`src/rtl/trap_csr_u_pkg.sv`:
```
// rtl/trap_csr_u_pkg.sv - shared constants and types for the M-mode trap/CSR unit
//
// Purpose : exception cause codes, CSR addresses, mcause codes, csr_op
//           encodings, mstatus bit positions and the unit's FSM state type.
// Ports   : none (package).
// Option  : TRAP_CSR_MCYCLE_EN enables the mcycle/mcycleh addresses in the top.
package trap_csr_u_pkg;

    // Exception causes as delivered by the ID-stage exception control unit.
    localparam logic [1:0] NOT_EXCEPTION       = 2'd0;
    localparam logic [1:0] I_ADDR_MISALIGNMENT = 2'd1;
    localparam logic [1:0] ECALL               = 2'd2;

    // CSR addresses.
    localparam logic [11:0] CSR_MSTATUS  = 12'h300;
    localparam logic [11:0] CSR_MTVEC    = 12'h305;
    localparam logic [11:0] CSR_MSCRATCH = 12'h340;
    localparam logic [11:0] CSR_MEPC     = 12'h341;
    localparam logic [11:0] CSR_MCAUSE   = 12'h342;
    localparam logic [11:0] CSR_MTVAL    = 12'h343;
    localparam logic [11:0] CSR_MCYCLE   = 12'hB00;
    localparam logic [11:0] CSR_MCYCLEH  = 12'hB80;

    // mcause codes.
    localparam logic [31:0] MCAUSE_I_ADDR_MISALIGNED = 32'd0;
    localparam logic [31:0] MCAUSE_ECALL_M           = 32'd11;

    // csr_op encodings.
    localparam logic [1:0] CSR_OP_NONE = 2'b00;
    localparam logic [1:0] CSR_OP_RW   = 2'b01;
    localparam logic [1:0] CSR_OP_RS   = 2'b10;
    localparam logic [1:0] CSR_OP_RC   = 2'b11;

    // mstatus bit indices.
    localparam int MSTATUS_MIE_BIT    = 3;
    localparam int MSTATUS_MPIE_BIT   = 7;
    localparam int MSTATUS_MPP_LO_BIT = 11;
    localparam int MSTATUS_MPP_HI_BIT = 12;

    typedef enum logic {
        ST_IDLE  = 1'b0,
        ST_REDIR = 1'b1
    } trap_state_t;

    // Only ECALL has a non-zero code; any other raised cause is treated as
    // an instruction address misalignment.
    function automatic logic [31:0] cause_to_mcause(input logic [1:0] cause);
        return (cause == ECALL) ? MCAUSE_ECALL_M : MCAUSE_I_ADDR_MISALIGNED;
    endfunction

endpackage

```
`src/rtl/trap_csr_u_if.sv`:
```
// rtl/trap_csr_u_if.sv - pipeline-side bundle for the M-mode trap/CSR unit
//
// Purpose : groups exception inputs, CSR access and redirect outputs.
// Signals : e_raised/e_cause/e_pc/e_tval  exception from ID
//           is_mret                       MRET committing
//           csr_op/csr_addr/csr_wdata     CSR access request
//           csr_rdata                     pre-write CSR value (combinational)
//           redirect/redirect_pc/flush    one-cycle PC redirect + IF/ID flush
// Modports: master = pipeline, slave = trap_csr_u.
interface trap_csr_u_if;
    logic        e_raised;
    logic [1:0]  e_cause;
    logic [31:0] e_pc;
    logic [31:0] e_tval;
    logic        is_mret;
    logic [1:0]  csr_op;
    logic [11:0] csr_addr;
    logic [31:0] csr_wdata;
    logic [31:0] csr_rdata;
    logic        redirect;
    logic [31:0] redirect_pc;
    logic        flush;

    modport master (
        output e_raised, e_cause, e_pc, e_tval, is_mret,
        output csr_op, csr_addr, csr_wdata,
        input  csr_rdata, redirect, redirect_pc, flush
    );

    modport slave (
        input  e_raised, e_cause, e_pc, e_tval, is_mret,
        input  csr_op, csr_addr, csr_wdata,
        output csr_rdata, redirect, redirect_pc, flush
    );
endinterface

```
`src/rtl/trap_csr_u_csr_wdata_alu.sv`:
```
// rtl/trap_csr_u_csr_wdata_alu.sv - CSRRW/CSRRS/CSRRC write-value merge
//
// Purpose : combinational merge of the old CSR value with rs1.
// Ports   : i_op    csr_op encoding
//           i_old   current CSR value
//           i_wdata rs1 value
//           o_new   value to be written
module trap_csr_u_csr_wdata_alu
    import trap_csr_u_pkg::*;
(
    input  logic [1:0]  i_op,
    input  logic [31:0] i_old,
    input  logic [31:0] i_wdata,
    output logic [31:0] o_new
);
    always_comb begin
        o_new = i_old;
        unique case (i_op)
            CSR_OP_RW:   o_new = i_wdata;
            CSR_OP_RS:   o_new = i_old | i_wdata;
            CSR_OP_RC:   o_new = i_old & ~i_wdata;
            CSR_OP_NONE: o_new = i_old;
        endcase
    end
endmodule

```
`src/rtl/trap_csr_u.sv`:
```
// rtl/trap_csr_u.sv - machine-mode trap and CSR unit
//
// Purpose : holds mstatus/mtvec/mscratch/mepc/mcause/mtval, latches trap
//           state on an exception, redirects to mtvec on a trap or to mepc
//           on MRET (one-cycle redirect+flush), serves CSRRW/RS/RC.
// Ports   : clk  clock
//           rst  synchronous active-high reset
//           bus  trap_csr_u_if.slave (exception, MRET, CSR access, redirect)
// Params  : MTVEC_RESET reset value of mtvec (bits [1:0] dropped)
// Option  : TRAP_CSR_MCYCLE_EN adds a 64-bit mcycle at 0xB00/0xB80.
module trap_csr_u
    import trap_csr_u_pkg::*;
#(
    parameter logic [31:0] MTVEC_RESET = 32'h0000_1000
) (
    input  logic        clk,
    input  logic        rst,
    trap_csr_u_if.slave bus
);

    trap_state_t r_state;
    trap_state_t w_state_nxt;

    logic        r_mie;
    logic        r_mpie;
    logic [31:2] r_mtvec;
    logic [31:0] r_mscratch;
    logic [31:2] r_mepc;
    logic [31:0] r_mcause;
    logic [31:0] r_mtval;
    logic [31:0] r_redirect_pc;
`ifdef TRAP_CSR_MCYCLE_EN
    logic [63:0] r_mcycle;
`endif

    logic        w_take_trap;
    logic        w_take_mret;
    logic        w_csr_we;
    logic [31:0] w_mstatus;
    logic [31:0] w_old;
    logic [31:0] w_new;
    logic        w_unused_ok;

    // e_pc[1:0] is never stored: mepc is word aligned.
    assign w_unused_ok = ^bus.e_pc[1:0];

    // ---------------------------------------------------------------
    // FSM state register
    // ---------------------------------------------------------------
    always_ff @(posedge clk) begin
        if (rst) begin
            r_state <= ST_IDLE;
        end else begin
            r_state <= w_state_nxt;
        end
    end

    // Next state and event arbitration. In REDIR everything arriving is
    // wrong-path and being flushed, so traps, MRET and CSR writes are all
    // ignored there. In IDLE: trap > MRET > CSR write.
    always_comb begin
        w_state_nxt = r_state;
        w_take_trap = 1'b0;
        w_take_mret = 1'b0;
        w_csr_we    = 1'b0;
        unique case (r_state)
            ST_IDLE: begin
                if (bus.e_raised) begin
                    w_take_trap = 1'b1;
                    w_state_nxt = ST_REDIR;
                end else if (bus.is_mret) begin
                    w_take_mret = 1'b1;
                    w_state_nxt = ST_REDIR;
                end else begin
                    w_csr_we = (bus.csr_op != CSR_OP_NONE);
                end
            end
            ST_REDIR: begin
                w_state_nxt = ST_IDLE;
            end
        endcase
    end

    assign bus.redirect    = (r_state == ST_REDIR);
    assign bus.flush       = (r_state == ST_REDIR);
    assign bus.redirect_pc = r_redirect_pc;

    // ---------------------------------------------------------------
    // CSR read mux (pre-write value, always driven)
    // ---------------------------------------------------------------
    always_comb begin
        w_mstatus                                        = '0;
        w_mstatus[MSTATUS_MPP_HI_BIT:MSTATUS_MPP_LO_BIT] = 2'b11;
        w_mstatus[MSTATUS_MPIE_BIT]                      = r_mpie;
        w_mstatus[MSTATUS_MIE_BIT]                       = r_mie;
    end

    always_comb begin
        w_old = '0;
        case (bus.csr_addr)
            CSR_MSTATUS:  w_old = w_mstatus;
            CSR_MTVEC:    w_old = {r_mtvec, 2'b00};
            CSR_MSCRATCH: w_old = r_mscratch;
            CSR_MEPC:     w_old = {r_mepc, 2'b00};
            CSR_MCAUSE:   w_old = r_mcause;
            CSR_MTVAL:    w_old = r_mtval;
`ifdef TRAP_CSR_MCYCLE_EN
            CSR_MCYCLE:   w_old = r_mcycle[31:0];
            CSR_MCYCLEH:  w_old = r_mcycle[63:32];
`endif
            default:      w_old = '0;
        endcase
    end

    assign bus.csr_rdata = w_old;

    trap_csr_u_csr_wdata_alu u_wdata_alu (
        .i_op    (bus.csr_op),
        .i_old   (w_old),
        .i_wdata (bus.csr_wdata),
        .o_new   (w_new)
    );

    // ---------------------------------------------------------------
    // Trap CSR state
    // ---------------------------------------------------------------
    always_ff @(posedge clk) begin
        if (rst) begin
            r_mie         <= 1'b0;
            r_mpie        <= 1'b0;
            r_mtvec       <= MTVEC_RESET[31:2];
            r_mscratch    <= '0;
            r_mepc        <= '0;
            r_mcause      <= '0;
            r_mtval       <= '0;
            r_redirect_pc <= '0;
        end else if (w_take_trap) begin
            // mtvec is read as currently held, so a same-cycle mtvec write
            // (which is dropped anyway) cannot affect this trap's target.
            r_mepc        <= bus.e_pc[31:2];
            r_mcause      <= cause_to_mcause(bus.e_cause);
            r_mtval       <= bus.e_tval;
            r_mpie        <= r_mie;
            r_mie         <= 1'b0;
            r_redirect_pc <= {r_mtvec, 2'b00};
        end else if (w_take_mret) begin
            r_mie         <= r_mpie;
            r_mpie        <= 1'b1;
            r_redirect_pc <= {r_mepc, 2'b00};
        end else if (w_csr_we) begin
            case (bus.csr_addr)
                CSR_MSTATUS: begin
                    r_mie  <= w_new[MSTATUS_MIE_BIT];
                    r_mpie <= w_new[MSTATUS_MPIE_BIT];
                end
                CSR_MTVEC:    r_mtvec    <= w_new[31:2];
                CSR_MSCRATCH: r_mscratch <= w_new;
                CSR_MEPC:     r_mepc     <= w_new[31:2];
                CSR_MCAUSE:   r_mcause   <= w_new;
                CSR_MTVAL:    r_mtval    <= w_new;
                default: ;
            endcase
        end
    end

`ifdef TRAP_CSR_MCYCLE_EN
    // A write to either half replaces it and suppresses that cycle's count.
    always_ff @(posedge clk) begin
        if (rst) begin
            r_mcycle <= '0;
        end else if (w_csr_we && (bus.csr_addr == CSR_MCYCLE)) begin
            r_mcycle[31:0] <= w_new;
        end else if (w_csr_we && (bus.csr_addr == CSR_MCYCLEH)) begin
            r_mcycle[63:32] <= w_new;
        end else begin
            r_mcycle <= r_mcycle + 64'd1;
        end
    end
`endif

endmodule

```
`src/flat_wrapper.sv`:
```
// flat-port wrapper written by rule: the top's interface ports become plain ports
module trap_csr_u_flat import trap_csr_u_pkg::*;
#(
    parameter logic [31:0] MTVEC_RESET = 32'h0000_1000
)
  (clk, rst, bus_e_raised, bus_e_cause, bus_e_pc, bus_e_tval, bus_is_mret, bus_csr_op, bus_csr_addr, bus_csr_wdata, bus_csr_rdata, bus_redirect, bus_redirect_pc, bus_flush);
  trap_csr_u_if bus_i ();
  input  logic clk;
  input  logic rst;
  input wire logic [$bits(bus_i.e_raised)-1:0] bus_e_raised;
  input wire logic [$bits(bus_i.e_cause)-1:0] bus_e_cause;
  input wire logic [$bits(bus_i.e_pc)-1:0] bus_e_pc;
  input wire logic [$bits(bus_i.e_tval)-1:0] bus_e_tval;
  input wire logic [$bits(bus_i.is_mret)-1:0] bus_is_mret;
  input wire logic [$bits(bus_i.csr_op)-1:0] bus_csr_op;
  input wire logic [$bits(bus_i.csr_addr)-1:0] bus_csr_addr;
  input wire logic [$bits(bus_i.csr_wdata)-1:0] bus_csr_wdata;
  output wire logic [$bits(bus_i.csr_rdata)-1:0] bus_csr_rdata;
  output wire logic [$bits(bus_i.redirect)-1:0] bus_redirect;
  output wire logic [$bits(bus_i.redirect_pc)-1:0] bus_redirect_pc;
  output wire logic [$bits(bus_i.flush)-1:0] bus_flush;
  assign bus_i.e_raised = bus_e_raised;
  assign bus_i.e_cause = bus_e_cause;
  assign bus_i.e_pc = bus_e_pc;
  assign bus_i.e_tval = bus_e_tval;
  assign bus_i.is_mret = bus_is_mret;
  assign bus_i.csr_op = bus_csr_op;
  assign bus_i.csr_addr = bus_csr_addr;
  assign bus_i.csr_wdata = bus_csr_wdata;
  assign bus_csr_rdata = bus_i.csr_rdata;
  assign bus_redirect = bus_i.redirect;
  assign bus_redirect_pc = bus_i.redirect_pc;
  assign bus_flush = bus_i.flush;
  trap_csr_u #(.MTVEC_RESET(MTVEC_RESET)) u_core (.clk(clk), .rst(rst), .bus(bus_i));
endmodule
```
`config.mk`:
```
export PLATFORM = sky130hd
export DESIGN_NAME = trap_csr_u_flat
export DESIGN_NICKNAME = d
export VERILOG_FILES = /design/src/rtl/trap_csr_u_pkg.sv /design/src/rtl/trap_csr_u_if.sv /design/src/rtl/trap_csr_u_csr_wdata_alu.sv /design/src/rtl/trap_csr_u.sv /design/src/flat_wrapper.sv
export SDC_FILE = /design/constraint.sdc
export NUM_CORES = 1
export LEC_CHECK = 0
export ABC_CLOCK_PERIOD_IN_PS = 2500
export BUFFER_PORTS_ARGS = -buffer_cell sky130_fd_sc_hd__buf_2
export CAP_MARGIN = 25
export CORE_MARGIN = 2
export CORE_UTILIZATION = 40
export DETAILED_ROUTE_END_ITERATION = 6
export GPL_TIMING_DRIVEN = 0
export SYNTH_ARGS = -nofsm -noshare
export SYNTH_HDL_FRONTEND = slang
export SYNTH_SLANG_ARGS = --single-unit
```
`constraint.sdc`:
```
create_clock -name clk -period 2.5 [get_ports clk]
set_input_delay 0.375 -clock clk [delete_from_list [all_inputs] [get_ports clk]]
set_output_delay 0.375 -clock clk [all_outputs]
set_load 0.02 [all_outputs]
```
==> results.json <==
{
  "portBuffers": 172,
  "num_vias": 11943,
  "core.rowCount": 59,
  "max-slew-margin-rel_pct": 33.5,
  "first_global_vias": 11307,
  "routed_wire_length_um": 49700,
  "netlist.top_cell.by_area": "dfxtp_1",
  "routedWlPerCell_um": 26.8,
  "count_of_max_cap_constraint_violations": 0,
  "gp_congestion": 1.00,
  "synthDistinctLibCells": 65,
  "layout-drive-gt1-share_pct": 24.3,
  "finalMaxSlewViolations": 0,
  "yosys_register_bits": 189,
  "clock_tree.root_cell": "clkbuf_16",
  "adder_cell_fraction_of_synth_area_pct": 0,
  "antenna_cells": 0,
  "post-synth-top-area-fraction_pct": 36.2,
  "chipWidth_um": 166,
  "worst_setup_startpoint": "bus_csr_addr[4]",
  "syn_avg_cell_area_sq_um": 8.07,
  "failed_checks": "negative setup slack",
  "floorplan.io_pins": 182,
  "reg2reg_setup_slack_ps": 110,
  "critical_path.reg2reg.startpoint": "u_core.bus.flush$_SDFF_PP0_",
  "worst_setup_path_endpoint": "bus_csr_rdata[5]",
  "power.leakage_nw": 4.92,
  "synth_xor_area_share_pct": 1.34,
  "drt_iter0_drc": 1504,
  "clockBufferDepth": 2,
  "worstPathArrival_ps": 2160,
  "grt_overflow": 0,
  "achievable-frequency_ghz": 0.394,
  "area_growth_pct": 23.6,
  "crit_required_ps": 2120,
  "crit_path_max_fanout": 10,
  "grt.busiest_layer": "met2",
  "final_setup_vio_count": 7,
  "routed_via_density": 6.44,
  "timing.critical_path.slowest_stage_cell": "or4_4",
  "fin_nets": 1623,
  "simple_logic_cell_fraction_of_the_synthesized_area_pct": 22.6,
  "critPathKind": "input pin to output pin",
  "most-common-layout-cells": "dfxtp_1 (189), buf_2 (160), nor2_1 (116)",
  "fin_crit_ps": 2540,
  "largest_family_of_logic_cells_by_synthesized_area": "compound AO/OA/AOI/OAI gates",
  "final_area_sq_mm": 0.0129,
  "grt_start_max_net_pins": 18,
  "cts.hold.buffers_added": 0,
  "global_route.usage.met2_pct": 53.5,
  "effective_utilization_at_floorplan_pct": 40.5,
  "tritoncts": "built",
  "timing.hold.worst.class": "input pin to register",
  "cell_chain_critical_path": "buf_8, or4_4, nor4_4, buf_6, buf_12, nand2_1, o21ai_2, buf_4",
  "dieArea_sq_mm": 0.0274,
  "coreArea_sq_mm": 0.0258,
  "synth_mux_area_share_pct": 3.29,
  "worstSetupEndpointType": "output pin",
  "place_hpwl_um": 36500,
  "global_route.usage.total_pct": 34.6,
  "ys_warn_count": 0,
  "ff2ff_path_depth": 7,
  "tritoncts_sinks": 189,
  "final.setup_skew_ps": 14.7,
  "power.ir.vdd_worst_uv": 441,
  "synth-edff-count": 0,
  "synth_top_cells_by_area": "dfxtp_1 (36%), a22oi_1 (6.0%), nand2_1 (4.2%)",
  "detail_route.drc_violations": 0,
  "final.fill_count": 2592,
  "netlist_instances": 1295,
  "clk_latency_ps": 450,
  "placed_area_sq_mm": 0.0117,
  "ant_nets": 0,
  "slowest_delay_ps": 630,
  "detail_route.first_pass.iterations": 6,
  "synth-async-reset-ratio_pct": 0,
  "htreeDepth": 4,
  "synth_flop_cell": "dfxtp_1",
  "grt_first_pass_wirelength_um": 71700,
  "synth-compound-area-share_pct": 29.9,
  "period_share_pct": 101,
  "critical_path.startpoint_type": "input pin",
  "die-height_um": 166,
  "power_per_cell_area_mw_per_mm2": 558,
  "worst_setup_slack_post_dpl_ps": -1190,
  "initial_antenna_violation_count": 0,
  "status": "finished, violations left",
  "worst_pin_slew_ps": 997,
  "synthesis.area_sq_mm": 0.0105,
  "timing.rr.end": "u_core.r_mtval[9]$_SDFFE_PP0P_",
  "grtUsageMet1_pct": 47.4,
  "final_common_cell": "dfxtp_1",
  "grt_setup_unrepaired": "true",
  "synth_sequential_area_ratio_pct": 36.2,
  "setup_slack_ps": -37.0,
  "groute.layer.met3.usage_pct": 8.00,
  "clk_pin_slew_worst_paths_ps": 80,
  "timing_hold_violations_final": 0,
  "cts_made_buffers": 17
}
## worst min-delay path by stage
stage | from | end | slack, ps | cells past startpoint
after floorplan | u_core.r_mcause[12]$_SDFFE_PP0P_ | u_core.r_mcause[12]$_SDFFE_PP0P_ | 430 | 2
after detailed placement | u_core.r_mscratch[1]$_SDFFE_PP0P_ | u_core.r_mscratch[1]$_SDFFE_PP0P_ | 450 | 2
after global placement | u_core.r_mcause[12]$_SDFFE_PP0P_ | u_core.r_mcause[12]$_SDFFE_PP0P_ | 440 | 2
after CTS | bus_e_pc[28] | u_core.r_mepc[28]$_SDFFE_PP0P_ | 190 | 3
final | bus_e_pc[28] | u_core.r_mepc[28]$_SDFFE_PP0P_ | 200 | 3
after global routing | bus_e_pc[28] | u_core.r_mepc[28]$_SDFFE_PP0P_ | 200 | 3
## where the power goes
group	switching [mW]	leakage [nW]	internal [mW]
clock network	1.37	0.280	1.39
registers	0.0796	1.54	3.12
logic	0.815	3.10	0.433
total	2.26	4.92	4.94
## cells in the mapped netlist (11+ instances only)
master / instances
a211oi_1: 12
a21oi_1: 75
a22o_1: 14
a22oi_1: 84
a2bb2oi_1: 11
a311o_1: 13
buf_2: 17
clkbuf_1: 96
dfxtp_1: 189
inv_1: 31
mux2_2: 27
nand2_1: 117
nand2b_1: 24
nand3_1: 34
nand3b_1: 46
nand4_1: 19
nor2_1: 116
nor2b_1: 28
nor3_1: 28
o21ai_0: 62
o221ai_1: 27
o22ai_1: 47
o2bb2ai_1: 17
or3_1: 14
xnor2_1: 16
## state kept, by name (all words and copies together) (netlist names)
register / count
u_core.r_mpie: 1
u_core.bus.redirect_pc: 30
u_core.r_mtval: 32
u_core.bus.flush: 1
u_core.r_mscratch: 32
u_core.r_mtvec: 30
u_core.r_mcause: 32
u_core.r_mie: 1
u_core.r_mepc: 30
## timing repair
action | in CTS | in global routing
pin swaps | 6 | 10
setup endpoints to repair | 171 | 82
hold endpoints to repair | 0 | 0
gates cloned | 0 | 1
resized for setup | 77 | 74
buffers inserted | 12 | 10
## per-stage QoR
step / power (mW) / hold WS [ps] / utilization (%) / cells / TNS [ps]
after floorplan: 3.95 / 425 / - / 1296 / 0
after global placement: 4.43 / 436 / 45.4 / 1803 / -125460
after detailed placement: 4.44 / 447 / 45.5 / 1804 / -127030
after CTS: 7.14 / 189 / 48.8 / 1846 / 0
after global routing: 7.37 / 204 / 50.0 / 1855 / -327
final: 7.21 / 196 / 50.0 / 1855 / -90.5
## final cells by class
type | instances | area (sq um) | share of cell area (%)
multi-input cells | 943 | 6180 | 47.8
plain buffers | 128 | 677 | 5.24
clock buffers | 21 | 470 | 3.64
well taps | 335 | 419 | 3.24
inverters | 32 | 120 | 0.930
flip-flops and latches | 189 | 3780 | 29.3
repair buffers | 196 | 1170 | 9.05
clock inverters | 11 | 101 | 0.785
## logic make-up after synthesis
family	count (synthesis)
buffers and inverters	164
other	1
flip-flops	189
AND/OR/NAND/NOR	456
AO/OA/AOI/OAI	438
multiplexers	31
XOR/XNOR	16
## critical path: cells and delay by family
family / cells / cell delay [ps]
buffers and inverters: 4 / 630
AO/OA/AOI/OAI: 1 / 90
AND/OR/NAND/NOR: 3 / 1060
## per-layer routing
layer  share of wire [%]  routed length [um]  vias up
met3                  12                5750      118
li1                    -                   -     5254
met5                   0                   0        -
met1                  41               20500     5731
met2                  44               21700      840
met4                 3.3                1660        0
(Power assumes the default switching activity.)
